### src/rtl/k_and_s_pkg.sv
// Shared types for the K&S processor: instruction decode, ALU op codes and
// sequencer state encoding.
package k_and_s_pkg;

  localparam int unsigned INSTR_W = 5;
  localparam int unsigned OP_W    = 2;
  localparam int unsigned CNT_W   = 16;

  typedef enum logic [INSTR_W-1:0] {
    I_NOP    = 5'd0,
    I_LOAD   = 5'd1,
    I_STORE  = 5'd2,
    I_MOVE   = 5'd3,
    I_ADD    = 5'd4,
    I_SUB    = 5'd5,
    I_AND    = 5'd6,
    I_OR     = 5'd7,
    I_BRANCH = 5'd8,
    I_BZERO  = 5'd9,
    I_BNZERO = 5'd10,
    I_BNEG   = 5'd11,
    I_BNNEG  = 5'd12,
    I_BOV    = 5'd13,
    I_BNOV   = 5'd14,
    I_HALT   = 5'd15
  } decoded_instruction_type;

  localparam logic [OP_W-1:0] ALU_ADD = 2'b00;
  localparam logic [OP_W-1:0] ALU_SUB = 2'b01;
  localparam logic [OP_W-1:0] ALU_AND = 2'b10;
  localparam logic [OP_W-1:0] ALU_OR  = 2'b11;

  typedef enum logic [2:0] {
    S_IDLE   = 3'd0,
    S_FETCH  = 3'd1,
    S_DECODE = 3'd2,
    S_LOAD   = 3'd3,
    S_STORE  = 3'd4,
    S_ALU    = 3'd5,
    S_BRANCH = 3'd6,
    S_HALT   = 3'd7
  } cu_state_t;

  // Execute state an instruction is dispatched to from decode.
  function automatic cu_state_t dispatch_state(input decoded_instruction_type instr);
    case (instr)
      I_LOAD:                                   return S_LOAD;
      I_STORE:                                  return S_STORE;
      I_MOVE, I_ADD, I_SUB, I_AND, I_OR:        return S_ALU;
      I_BRANCH, I_BZERO, I_BNZERO, I_BNEG,
      I_BNNEG, I_BOV, I_BNOV:                   return S_BRANCH;
      I_HALT:                                   return S_HALT;
      default:                                  return S_FETCH;
    endcase
  endfunction

endpackage

### src/rtl/control_unit_branch_cond.sv
// Branch condition evaluation from the decoded instruction and registered flags.
import k_and_s_pkg::*;

module cu_branch_cond (
  input  decoded_instruction_type instr,
  input  logic                    zero_op,
  input  logic                    neg_op,
  input  logic                    unsigned_overflow,
  input  logic                    signed_overflow,
  output logic                    taken
);

  // No branch in this ISA tests the carry flag; kept on the port for reuse.
  logic unused_carry;
  assign unused_carry = unsigned_overflow;

  always_comb begin
    taken = 1'b0;
    case (instr)
      I_BRANCH: taken = 1'b1;
      I_BZERO:  taken = zero_op;
      I_BNZERO: taken = !zero_op;
      I_BNEG:   taken = neg_op;
      I_BNNEG:  taken = !neg_op;
      I_BOV:    taken = signed_overflow;
      I_BNOV:   taken = !signed_overflow;
      default:  taken = 1'b0;
    endcase
  end

endmodule

### src/rtl/control_unit.sv
// Moore sequencer for the K&S datapath: fetch / decode / execute.
// Optional retired-instruction counter enabled by CU_INSTR_COUNT_EN.
import k_and_s_pkg::*;

module control_unit (
  input  logic                    clk,
  input  logic                    rst,
  input  decoded_instruction_type decoded_instruction,
  input  logic                    zero_op,
  input  logic                    neg_op,
  input  logic                    unsigned_overflow,
  input  logic                    signed_overflow,
  output logic                    branch,
  output logic                    pc_enable,
  output logic                    ir_enable,
  output logic                    addr_sel,
  output logic                    c_sel,
  output logic [OP_W-1:0]         operation,
  output logic                    write_reg_enable,
  output logic                    flags_reg_enable,
  output logic                    ram_write_enable,
  output logic                    halt,
  output logic [CNT_W-1:0]        instr_count
);

  cu_state_t state, next_state;
  logic      taken;

  logic            branch_d, pc_enable_d, ir_enable_d, addr_sel_d, c_sel_d;
  logic [OP_W-1:0] operation_d;
  logic            write_reg_enable_d, flags_reg_enable_d, ram_write_enable_d, halt_d;

  cu_branch_cond u_branch_cond (
    .instr             (decoded_instruction),
    .zero_op           (zero_op),
    .neg_op            (neg_op),
    .unsigned_overflow (unsigned_overflow),
    .signed_overflow   (signed_overflow),
    .taken             (taken)
  );

  // State register
  always_ff @(posedge clk or posedge rst) begin
    if (rst) state <= S_IDLE;
    else     state <= next_state;
  end

  // Next-state logic
  always_comb begin
    next_state = state;
    case (state)
      S_IDLE:   next_state = S_FETCH;
      S_FETCH:  next_state = S_DECODE;
      S_DECODE: next_state = dispatch_state(decoded_instruction);
      S_LOAD,
      S_STORE,
      S_ALU,
      S_BRANCH: next_state = S_FETCH;
      S_HALT:   next_state = S_HALT;
      default:  next_state = S_IDLE;
    endcase
  end

  // Output decode of the state being entered, so the registered strobes line
  // up with the state they belong to. Instruction and flags are stable from
  // the end of fetch onward, so sampling them a cycle early is safe.
  always_comb begin
    branch_d           = 1'b0;
    pc_enable_d        = 1'b0;
    ir_enable_d        = 1'b0;
    addr_sel_d         = 1'b0;
    c_sel_d            = 1'b0;
    operation_d        = ALU_ADD;
    write_reg_enable_d = 1'b0;
    flags_reg_enable_d = 1'b0;
    ram_write_enable_d = 1'b0;
    halt_d             = 1'b0;
    case (next_state)
      S_FETCH:  ir_enable_d = 1'b1;
      S_DECODE: pc_enable_d = 1'b1;
      S_LOAD: begin
        addr_sel_d         = 1'b1;
        c_sel_d            = 1'b1;
        write_reg_enable_d = 1'b1;
      end
      S_STORE: begin
        addr_sel_d         = 1'b1;
        ram_write_enable_d = 1'b1;
      end
      S_ALU: begin
        write_reg_enable_d = 1'b1;
        flags_reg_enable_d = 1'b1;
        case (decoded_instruction)
          I_SUB:   operation_d = ALU_SUB;
          I_AND:   operation_d = ALU_AND;
          I_OR:    operation_d = ALU_OR;
          I_MOVE: begin
            operation_d        = ALU_OR;
            flags_reg_enable_d = 1'b0;
          end
          default: operation_d = ALU_ADD;
        endcase
      end
      S_BRANCH: begin
        branch_d    = taken;
        pc_enable_d = taken;
      end
      S_HALT:   halt_d = 1'b1;
      default: ;
    endcase
  end

  // Output registers; async reset clears every strobe mid-instruction.
  always_ff @(posedge clk or posedge rst) begin
    if (rst) begin
      branch           <= 1'b0;
      pc_enable        <= 1'b0;
      ir_enable        <= 1'b0;
      addr_sel         <= 1'b0;
      c_sel            <= 1'b0;
      operation        <= ALU_ADD;
      write_reg_enable <= 1'b0;
      flags_reg_enable <= 1'b0;
      ram_write_enable <= 1'b0;
      halt             <= 1'b0;
    end else begin
      branch           <= branch_d;
      pc_enable        <= pc_enable_d;
      ir_enable        <= ir_enable_d;
      addr_sel         <= addr_sel_d;
      c_sel            <= c_sel_d;
      operation        <= operation_d;
      write_reg_enable <= write_reg_enable_d;
      flags_reg_enable <= flags_reg_enable_d;
      ram_write_enable <= ram_write_enable_d;
      halt             <= halt_d;
    end
  end

`ifdef CU_INSTR_COUNT_EN
  logic retire_c;

  // An instruction retires when it returns to fetch or first enters halt.
  always_comb begin
    retire_c = 1'b0;
    if (next_state == S_FETCH && state != S_IDLE && state != S_FETCH)
      retire_c = 1'b1;
    if (next_state == S_HALT && state != S_HALT)
      retire_c = 1'b1;
  end

  always_ff @(posedge clk or posedge rst) begin
    if (rst)
      instr_count <= '0;
    else if (retire_c && instr_count != {CNT_W{1'b1}})
      instr_count <= instr_count + CNT_W'(1);
  end
`else
  assign instr_count = '0;
`endif

endmodule

### config.mk
export PLATFORM = sky130hd
export DESIGN_NAME = control_unit
export DESIGN_NICKNAME = d
export VERILOG_FILES = /design/src/rtl/k_and_s_pkg.sv /design/src/rtl/control_unit_branch_cond.sv /design/src/rtl/control_unit.sv
export SDC_FILE = /design/constraint.sdc
export NUM_CORES = 1
export LEC_CHECK = 0
export ABC_AREA = 1
export BUFFER_PORTS_ARGS = -buffer_cell sky130_fd_sc_hd__buf_2
export CORE_MARGIN = 10
export CORE_UTILIZATION = 40
export CTS_BUF_LIST = sky130_fd_sc_hd__clkbuf_2 sky130_fd_sc_hd__clkbuf_4 sky130_fd_sc_hd__clkbuf_8
export DETAILED_ROUTE_END_ITERATION = 10
export GPL_TIMING_DRIVEN = 0
export PLACE_DENSITY = 0.66
export SLEW_MARGIN = 10
export SYNTH_ARGS = -nofsm -noshare
export SYNTH_HDL_FRONTEND = slang
export SYNTH_SLANG_ARGS = --single-unit
### constraint.sdc
create_clock -name clk -period 2.33 [get_ports clk]
set_clock_uncertainty 0.2 [all_clocks]
set_input_delay 0.1165 -clock clk [delete_from_list [all_inputs] [get_ports clk]]
set_output_delay 0.1165 -clock clk [all_outputs]
set_load 0.02 [all_outputs]
==> implementation parameters <==
Parameter                              Value

Outcome
  Result of the run ... completed

Power and ir drop
  Leakage power total ... slightly below 0.7 nW
  Fraction of power consumed by the clock network ... between 15 and 20%
  Max IR drop VDD ... 398.0 uV
  Switching share of total power ... 41.76%
  Sequential cell fraction of total power ... between 30% and 40%
  PD cells ... 831.6 nW/um^2
  Design internal power ... approximately 0.55 mW
  Power share of the combinational group ... roughly 46%
  Switching component of the power ... approximately 0.4 mW

Timing
  Fmax ... between 0.6 and 0.7 GHz
  Share of the clock period used by the worst path ... 67.09%
  Least-Margin Pin Slew ... approximately 0.51 ns
  Final setup viols ... 0
  Count of endpoints failing hold in the final timing report ... 0
  Accumulated negative setup slack ... 0 ns
  Relative max-transition margin ... between 60% and 70%
  Final worst path period need ... 1.563 ns
  Max-slew violation count ... 0
  Worst setup margin ... ~0.77 ns
  Setup repair after global routing missed its margin ... false

Placement
  Post-place setup slack ... around 0.85 ns
  RePlAce Congestion ... roughly 0.77
  Placed Instance Area ... 1062 sq um
  Number of port buffers ... 19
  HPWL Detailed ... around 1.6 mm

Setup path
  Required time reported for the critical path endpoint ... about 2.3 ns
  Ordered cell list for the critical path ... dlygate4sd3_1, buf_2, nand2_2, inv_1, o21ai_2, nand3_2, nand2_2, nor2_1, nand2_1, nand2_1
  Startpoint class of the critical path ... input port
  Cell with the largest stage delay on the worst path ... sky130_fd_sc_hd__dlygate4sd3_1
  R2r setup slk ... 0.84 ns
  Crit-path max cell delay ... roughly 0.53 ns
  CP Class ... in2reg
  Sort of element at the end of the critical path ... flip-flop
  Max Fanout on Critical Path ... 6
  Crit path max-delay family ... buffers and inverters
  Critical Path AT ... about 1.5 ns
  Buffering stage count on the worst path with inverters included ... 3
  Launch point of the critical path ... decoded_instruction[0]
  Startpoint of the worst-slack reg-to-reg timing path ... state[2]$_DFF_PP0_

Synthesis
  Synth cell types ... 20
  Number of standard cells after synthesis ... roughly 110
  Most common flop cell mapped by yosys ... sky130_fd_sc_hd__dfrtp_1
  Library cell with the highest instance count after synthesis ... sky130_fd_sc_hd__nand2_1
  Leading post-synthesis cells by instance count ... sky130_fd_sc_hd__nand2_1 (20), sky130_fd_sc_hd__buf_4 (17), sky130_fd_sc_hd__nor2_1 (16)
  Average cell area after synthesis ... slightly below 8 sq um
  Async S/R FF share, synth ... 100.0%
  Area contributors post-synth ... sky130_fd_sc_hd__dfrtp_1 (40%), sky130_fd_sc_hd__buf_4 (15%), sky130_fd_sc_hd__nand2_1 (8.6%)
  Number of enable flip-flop cells after synthesis ... 0
  Count of synthesis-stage warnings from yosys ... 0
  Area share of the largest cell type after synthesis ... between 30% and 40%
  Post-synthesis instance area ... 877.1 sq um
  Share of synthesized area occupied by flip-flops and latches ... 39.94%
  Total of flip-flops plus latches after synthesis ... 14
  Cell taking the most area after synthesis ... sky130_fd_sc_hd__dfrtp_1

Global route
  Global route total overflow ... 0
  Pin count of the biggest net entering global routing ... 15
  GRT Resource Usage Total ... under 10%
  Global-route wire length before repair ... approximately 3.3 mm
  Number of antenna violations at the first check in global routing ... 0
  Number of global-route vias before repair ... 760

Floorplan
  Number of top-level design ports ... 38
  Height of the die ... between 60 and 70 um
  Starting utilization of the core area ... between 40% and 50%
  Number of rows in the core area ... 16
  Width of the die ... between 60 and 70 um
  Placeable core region ... a little over 2000 sq um
  Die footprint ... 4466 sq um

Cells and area
  Largest registers in the final layout ... state: 3 flops, operation: 2 flops
  Fin area ... between 1000 and 1500 sq um
  Total Nets Final ... about 170
  Utilization after layout ... 56.31%
  Area occupied by multi-input gates ... 391.6 sq um
  Share of final-layout standard cells stronger than drive strength 1 ... ~36%
  Antenna cell count ... 0
  Reg with most FFs ... state
  Flip-flop count of the largest register, all copies and words added ... 3
  Register Area ... between 300 and 400 sq um
  Syn-to-layout area delta ... 29.81%
  Fillers ... 200

CTS
  Worst-skew pair later-pin latency ... ~0.27 ns
  H-tree lvl count ... 1
  Clock buffers created by TritonCTS ... 3
  Cell at the root of the clock tree ... sky130_fd_sc_hd__clkbuf_4
  TritonCTS clock tree ... yes
  Largest buffer count on any clock path ... 2
  Post_cts resized ... 0
  Clock net sink count ... 14
  Hold_buf cts ... 4
  Post-CTS clock slew at the launch and capture registers of the worst setup and hold paths ... roughly 0.080 ns
  Buffers inserted during post-CTS setup optimization ... 0

Min path
  Startpoint of the worst hold path ... decoded_instruction[3]
  Worst Hold Class ... in2reg

Routing
  Total DRC errors in the routed layout ... 0
  Average vias per placed instance ... between 4 and 5
  Detailed-route via count ... around 750
  Violation count after the first detailed-route iteration ... 5
  Detailed Routing Iterations Pass 1 ... 4
  Count of antenna-violating nets left after detailed routing ... 0
  Routed length per instance ... ~10 um
  Sum of routed wire length over all layers ... 1.855 mm

Job
  Number of maximum-capacitance constraint violations ... 0
==> path summary, 6_finish.rpt <==
check	endpoint	cells after the start
hold / removal	operation[1]$_DFF_PP0_	4
max in group asynchronous	pc_enable$_DFF_PP0_	3
setup reg to reg	operation[0]$_DFF_PP0_	7
setup / recovery	addr_sel$_DFF_PP0_	10
hold reg to reg	state[1]$_DFF_PP0_	2
min in group asynchronous	operation[1]$_DFF_PP0_	3
==> area by class of cell <==
cell class                      count  area share [%]
Inverter                           17           5.604
Buffer                             17           11.21
Timing Repair Buffer               23           11.87
Multi-Input combinational cell     79           34.40
Sequential cell                    14           30.77
Clock buffer                        4           3.187
Tap cell                           27           2.967
==> logic make-up (layout without fill, tap and decap cells) <==
| family | after synthesis | after routing | synth area share [%] |
|---|---|---|---|
| AND/OR/NAND/NOR | 57 | 57 | 32.24 |
| other | 1 | 16 | 0.4275 |
| buffers and inverters | 34 | 61 | 21.83 |
| flip-flops | 14 | 14 | 39.94 |
| AO/OA/AOI/OAI | 6 | 6 | 5.564 |
==> power by group through the flow <==
stage / Sequential (mW) / Clock (mW) / Combinational [mW]
floorplan: 0.403 / 0 / 0.274
global placement: 0.349 / 0 / 0.423
detailed placement: 0.350 / 0 / 0.428
CTS: 0.346 / 0.174 / 0.435
global route: 0.356 / 0.184 / 0.486
finish: 0.347 / 0.168 / 0.432
==> layer usage <==
metal  global-route usage [%]  routed length [um]
met5                        0                   0
met4                    3.141                  15
met3                    4.013                 215
met2                    16.00                 848
met1                    8.866                 776
==> per-stage QoR <==
step                std cells  total power, mW  hold slack (ns)
floorplan                 127           0.6769          -0.1943
detailed placement        173           0.7785         -0.03494
global route              181            1.027          0.07892
global placement          173           0.7716         -0.04596
finish                    181           0.9468          0.05484
CTS                       181           0.9545          0.04849
==> cells in the final DEF, fill, tap and decap left out, drive strengths merged <==
master       Yosys  routed
a21oi            3       3
dfrtp           14      14
nor2            16      16
nor3             4       4
conb             1      16
and2             1       1
o2111ai          2       2
buf             17      36
nand4            3       3
inv             17      17
nand3            8       8
clkbuf           0       4
dlygate4sd3      0       4
nand2           23      23
o21ai            1       1
nand3b           2       2
==> tightest hold or removal path: cells and delay by family <==
family	cells	cell delay [ns]
AO/OA/AOI/OAI	1	0.12
AND/OR/NAND/NOR	1	0.05
buffers and inverters	2	0.21
Power figures use the tool's default switching activity.
